==> config.mk <==
export PLATFORM = sky130hd
export DESIGN_NAME = mem_arbiter
export DESIGN_NICKNAME = d
export VERILOG_FILES = /design/src/rtl/mem_arbiter.sv
export SDC_FILE = /design/constraint.sdc
export NUM_CORES = 1
export LEC_CHECK = 0
export ABC_CLOCK_PERIOD_IN_PS = 4400
export BUFFER_PORTS_ARGS = -buffer_cell sky130_fd_sc_hd__buf_4
export CAP_MARGIN = 40
export CORE_MARGIN = 1
export CORE_UTILIZATION = 47
export CTS_CLUSTER_SIZE = 40
export DETAILED_ROUTE_END_ITERATION = 8
export HOLD_SLACK_MARGIN = 0.06
export PLACE_DENSITY = 0.8
export SKIP_CTS_REPAIR_TIMING = 1
export SYNTH_ARGS = -nofsm -noshare
export SYNTH_HDL_FRONTEND = slang
export SYNTH_SLANG_ARGS = --single-unit
==> constraint.sdc <==
create_clock -name clk -period 4.4 [get_ports clk]
set_input_delay 0.22 -clock clk [delete_from_list [all_inputs] [get_ports clk]]
set_output_delay 0.22 -clock clk [all_outputs]
set_load 0.1 [all_outputs]
==> src/rtl/mem_arbiter.sv <==
// Two-port arbiter (instruction fetch and data) sharing one single-ported memory.
// Each grant runs IDLE -> ACCESS -> DONE; ties alternate between the ports.
module mem_arbiter #(
    parameter int ADDR_W = 12,
    parameter int DATA_W = 32
) (
    input  logic              clk,
    input  logic              rst,
    input  logic              if_req,
    input  logic [ADDR_W-1:0] if_addr,
    output logic              if_done,
    output logic [DATA_W-1:0] if_rdata,
    input  logic              d_req,
    input  logic              d_we,
    input  logic [ADDR_W-1:0] d_addr,
    input  logic [DATA_W-1:0] d_wdata,
    output logic              d_done,
    output logic [DATA_W-1:0] d_rdata,
    output logic [ADDR_W-1:0] mem_addr,
    output logic [DATA_W-1:0] mem_write_data,
    output logic              mem_write,
    input  logic [DATA_W-1:0] mem_data,
    output logic              busy
);

    typedef enum logic [1:0] {IDLE, ACCESS, DONE} state_t;

    state_t            state_q, state_d;
    logic              owner_q, owner_d;      // 1 = data port owns the transaction
    logic              last_d_q, last_d_d;    // 1 = data port was granted most recently
    logic              we_q, we_d;
    logic [ADDR_W-1:0] addr_q, addr_d;
    logic [DATA_W-1:0] wdata_q, wdata_d;
    logic              mem_write_q, mem_write_d;
    logic              if_done_q, if_done_d;
    logic              d_done_q, d_done_d;
    logic [DATA_W-1:0] if_rdata_q, if_rdata_d;
    logic [DATA_W-1:0] d_rdata_q, d_rdata_d;
    logic              busy_q, busy_d;
    logic              grant_d;

    always_comb begin
        state_d     = state_q;
        owner_d     = owner_q;
        last_d_d    = last_d_q;
        we_d        = we_q;
        addr_d      = addr_q;
        wdata_d     = wdata_q;
        mem_write_d = 1'b0;
        if_done_d   = 1'b0;
        d_done_d    = 1'b0;
        if_rdata_d  = if_rdata_q;
        d_rdata_d   = d_rdata_q;
        grant_d     = 1'b0;

        case (state_q)
            IDLE: begin
                if (if_req || d_req) begin
                    // On a tie the port that lost last time wins.
                    grant_d     = d_req && (!if_req || !last_d_q);
                    owner_d     = grant_d;
                    last_d_d    = grant_d;
                    addr_d      = grant_d ? d_addr : if_addr;
                    we_d        = grant_d && d_we;
                    wdata_d     = grant_d ? d_wdata : wdata_q;
                    mem_write_d = grant_d && d_we;
                    state_d     = ACCESS;
                end
            end
            ACCESS: begin
                if (!we_q) begin
                    if (owner_q)
                        d_rdata_d = mem_data;
                    else
                        if_rdata_d = mem_data;
                end
                d_done_d  = owner_q;
                if_done_d = !owner_q;
                state_d   = DONE;
            end
            DONE: begin
                state_d = IDLE;
            end
            default: begin
                state_d = IDLE;
            end
        endcase

        busy_d = (state_d != IDLE);
    end

    always_ff @(posedge clk or posedge rst) begin
        if (rst) begin
            state_q     <= IDLE;
            owner_q     <= 1'b0;
            last_d_q    <= 1'b0;
            we_q        <= 1'b0;
            addr_q      <= '0;
            wdata_q     <= '0;
            mem_write_q <= 1'b0;
            if_done_q   <= 1'b0;
            d_done_q    <= 1'b0;
            if_rdata_q  <= '0;
            d_rdata_q   <= '0;
            busy_q      <= 1'b0;
        end else begin
            state_q     <= state_d;
            owner_q     <= owner_d;
            last_d_q    <= last_d_d;
            we_q        <= we_d;
            addr_q      <= addr_d;
            wdata_q     <= wdata_d;
            mem_write_q <= mem_write_d;
            if_done_q   <= if_done_d;
            d_done_q    <= d_done_d;
            if_rdata_q  <= if_rdata_d;
            d_rdata_q   <= d_rdata_d;
            busy_q      <= busy_d;
        end
    end

    // Latched address/data stay on the memory bus between transactions.
    assign mem_addr       = addr_q;
    assign mem_write_data = wdata_q;
    assign mem_write      = mem_write_q;
    assign if_done        = if_done_q;
    assign d_done         = d_done_q;
    assign if_rdata       = if_rdata_q;
    assign d_rdata        = d_rdata_q;
    assign busy           = busy_q;

endmodule
; ---- Yosys cells after proc, flatten, opt, wreduce, memory -nomap -nowiden
; Index checks and enable logic that the tools add are counted.
[op_classes]
mux = 7
bitwise_logic = 2
n_addsub = 0
reduce_logical = 12
shifts = 0
div = 0
n_eq_ne = 1
mul = 0
order_cmp = 0
[ops]
columns = cell, count
row1 = 2-to-1 mux 12 bit, 1
row2 = AND reduction 3 bit, 3
row3 = 2-to-1 mux 1 bit, 4
row4 = case mux 2 bit (2 select lines), 1
row5 = "equality test 2 x 1 -> 1 bit, second input constant", 1
row6 = logical AND 1 bit, 2
row7 = zero test 1 bit, 2
row8 = zero test 2 bit, 1
row9 = logical OR 1 bit, 2
row10 = 2-to-1 mux 2 bit, 1
row11 = inverter 1 bit, 2
row12 = AND reduction 2 bit, 1
row13 = nonzero test 2 bit, 1
[totals]
regBits = 116
rom_bits = 0
output_inout_bits = 112
latchBits = 0
in_bits = 93
n_memories = 0
mem_bits_rw = 0
word_cells = 33

; ---- Longest topological paths before layout
[logic_depth]
depth_word = 6
depth_mapped = 5
mapped_depth_nobuf = 3

; ---- Worst setup path after synthesis
; No wires, ideal clock.
[synth_timing]
path_type = flip-flop to flip-flop
from = register last_d_q
to = register wdata_q[10], in the netlist mem_write_data[10]
path_stages_with_launch = 5
setup_time_ns = 0.125
n_path_buf = 1
t_arrival_ns = 1.468
setup_slack_ns = 2.806
required_time_ns = 4.275
period_less_slack_ns = 1.594
path_cell_list = dfrtp_1 -> a21bo_2 -> nor3_4 -> buf_6 -> mux2_2
[synth_via]
elab_chain_len = 4
[synth_rtl]
columns = item, line
row1 = start: declaration, 30  ; logic last_d_q, last_d_d;
row2 = start signal: assignment, 109  ; last_d_q <= last_d_d;
row3 = zero test 1 bit, -
row4 = logical OR 1 bit, 60  ; grant_d = d_req && (!if_req || !last_d_q);
row5 = logical AND 1 bit, 60
row6 = AND reduction 3 bit (no line), -
row7 = end signal: assignment, 112  ; wdata_q <= wdata_d;
row8 = end: declaration, 33  ; logic [DATA_W-1:0] wdata_q, wdata_d;
; No other way between the ends.
; A chain may end at the register's enable or synchronous reset.

; ---- Final worst setup path
; Same ends and word-level chain as after synthesis.

==> flow_summary.ini <==
[die]
top_level_ports = 205
start_util_pct = 49.2
rows = 35
core_mm2 = 0.00933
design.die.area_mm2 = 0.0102
die_h_um = 101
die_w_um = 101

[finish]
final_area_mm2 = 0.00755
syn_to_final_growth_pct = 64.7
diodes = 0
final.fill_count = 508
layout-drive-gt1-share_pct = 64.0
nets = 646

[clock_tree]
cts_sinks = 116
numCtsBuffers = 17
cts_tree = yes
cts_root_buf = clkbuf_8
insertion_delay_ns = 0.50
h-tree-depth = 4
clock_path_buffers = 2
clk_pin_slew_ns = 0.06

[synth]
synth_top_area_share_pct = 63.3
synth_area_leader_cell = dfrtp_1
synth_edf_count = 0
synth-seq-area-share_pct = 63.3
netlist_area_mm2 = 0.00459
synthTopCellsByCount = 116 x dfrtp_1, 86 x mux2_2, 30 x mux2_4
synth_fp_nets = 357
synth.distinct_cells = 20
yosysMostFrequentCell = dfrtp_1
synth_area_leaders = dfrtp_1 63%, mux2_2 21%, mux2_4 9.8%, buf_6 1.7%, mux2_1 0.98%
avgSynthCellArea_um2 = 17.4
ys_warn_count = 0
ys_ff_latch = 116
synthFlopType = dfrtp_1
syn_inst = 264
async_flop_share_pct = 100

[sta]
drv_slew = 0
fin_worst_skew_ns = 0.0118
fmax_mhz = 454
tightest_slew_ns = 0.506
relSlewSlack_pct = 66.1
final_hold_viol_count = 0
tns_ns = 0
period_share_pct = 50.0
setup-violations-final = 0
finalCriticalPeriod_ns = 2.20
rsz0062_at_grt = false

[worst_setup_path]
start_kind = register
crit_path_end_kind = register
cp-startpoint = last_d_q
crit_path_cell_trace = a21bo_2, nor3_4, buf_8, buf_4, mux2_2
critPathRequiredTime_ns = 4.78
critPathKind = reg2reg
cpMaxStageDelayCell = dfrtp_1
reg2reg_from = last_d_q
worst-path-max-fanout = 14
worstPathArrival_ns = 2.58
critPathMaxStageDelay_ns = 0.44

[drt]
routed_wl_um = 12700
drtIter0Drc = 60
firstDrtPassIters = 4
final_antenna_net_count = 0
drc = 0
drt-vias-per-instance = 4.87
wl_per_cell_um = 18.3
vias = 3376

[global_routing]
track_usage_pct = 22.0
antenna_found_initial = 0
grt_overflow = 0
grt_busiest_layer = met2
use_met1_pct = 26.3
grt_pass1_vias = 3228
use_met2_pct = 35.1
grt_max_degree = 61
grt_first_pass_wirelength_um = 16500
grt_util_met3_pct = 9.08

[place]
io_buffer_count = 204
postPlaceCellArea_mm2 = 0.00626
place_congestion = 0.729
hpwl_um = 7430

[worst_hold_path]
hp-start = d_addr[3]
min_path_type = in2reg

[status]
outcome = completed

[run]
maxCapViolCount = 0
[critical path: cells and delay by family (launching register included)]
kind,cells,cell delay (ns)
simple gates,1,0.44
compound gates,1,0.37
buf+inv,2,0.46
flops,1,0.44
mux,1,0.37
[flip-flops by register name (all words and copies together) (netlist names)]
register / cells
d_rdata: 32
if_rdata: 32
mem_write_data: 32
mem_addr: 12
state_q: 2
busy: 1
d_done: 1
if_done: 1
last_d_q: 1
mem_write: 1
we_q: 1
[logic make-up (layout without fill, tap and decap cells)]
logic type,count (synthesis),after routing,synth area share [%]
and+or+nand+nor,9,9,1.42
DFF,116,116,63.3
AOI/OAI and AO/OA,4,4,0.682
muxes,120,120,31.9
buffers and inverters,15,315,2.67
[path summary, 6_finish.rpt]
path | end | slack (ns) | depth (start not counted)
min in group asynchronous | mem_write_data[10] | 0.24 | 3
setup reg to reg | mem_write_data[10] | 2.20 | 5
hold reg to reg | if_rdata[25] | 0.49 | 1
setup / recovery | mem_write_data[10] | 2.20 | 5
hold / removal | mem_addr[3] | 0.08 | 3
max in group asynchronous | if_rdata[27] | 3.40 | 4
[cell usage in the layout (no fill, tap or decap), drive strengths merged, types with 2 or more instances in the layout]
master / instances
buf: 211
bufinv: 3
clkbuf: 20
clkinv: 4
clkinvlp: 3
dfrtp: 116
dlygate4sd3: 71
inv: 3
mux2: 120
nor2: 2
nor3: 2
[routing by layer]
layer / part of all wire [%] / vias to the layer above / wire length [um]
met2: 51 / 180 / 6510
met4: 2.0 / 0 / 258
met3: 7.8 / 24 / 988
met5: 0 / - / 0
li1: - / 1503 / -
met1: 39 / 1669 / 4950
[area by class of cell]
class                           instances  area [um2]  share of cell area (%)
Clock buffer                           20         445                    5.90
Clock inverter                         10         133                    1.76
Sequential cell                       116        2900                    38.4
Inverter                                3        13.8                   0.182
Tap cell                              129         161                    2.14
Timing Repair Buffer                  282        2320                    30.7
Multi-Input combinational cell        133        1570                    20.8
[metrics by stage]
| step | cells | utilization, % | setup slack [ns] | hold slack, ns |
|---|---|---|---|---|
| 5_1_grt | 693 | 81.0 | 2.10 | 0.0542 |
| 6_report | 693 | 81.0 | 2.20 | 0.0848 |
| 3_5_place_dp | 592 | 67.1 | 2.21 | 0.205 |
| 4_1_cts | 622 | 73.3 | 2.22 | -0.344 |
| 2_1_floorplan | 264 | - | 1.11 | 0.349 |
| 3_3_place_gp | 590 | 66.7 | 1.99 | 0.440 |
Power is left out: the tool's default activity adds up to more than one toggle a clock period on the data nets, which glitch-free logic cannot reach.
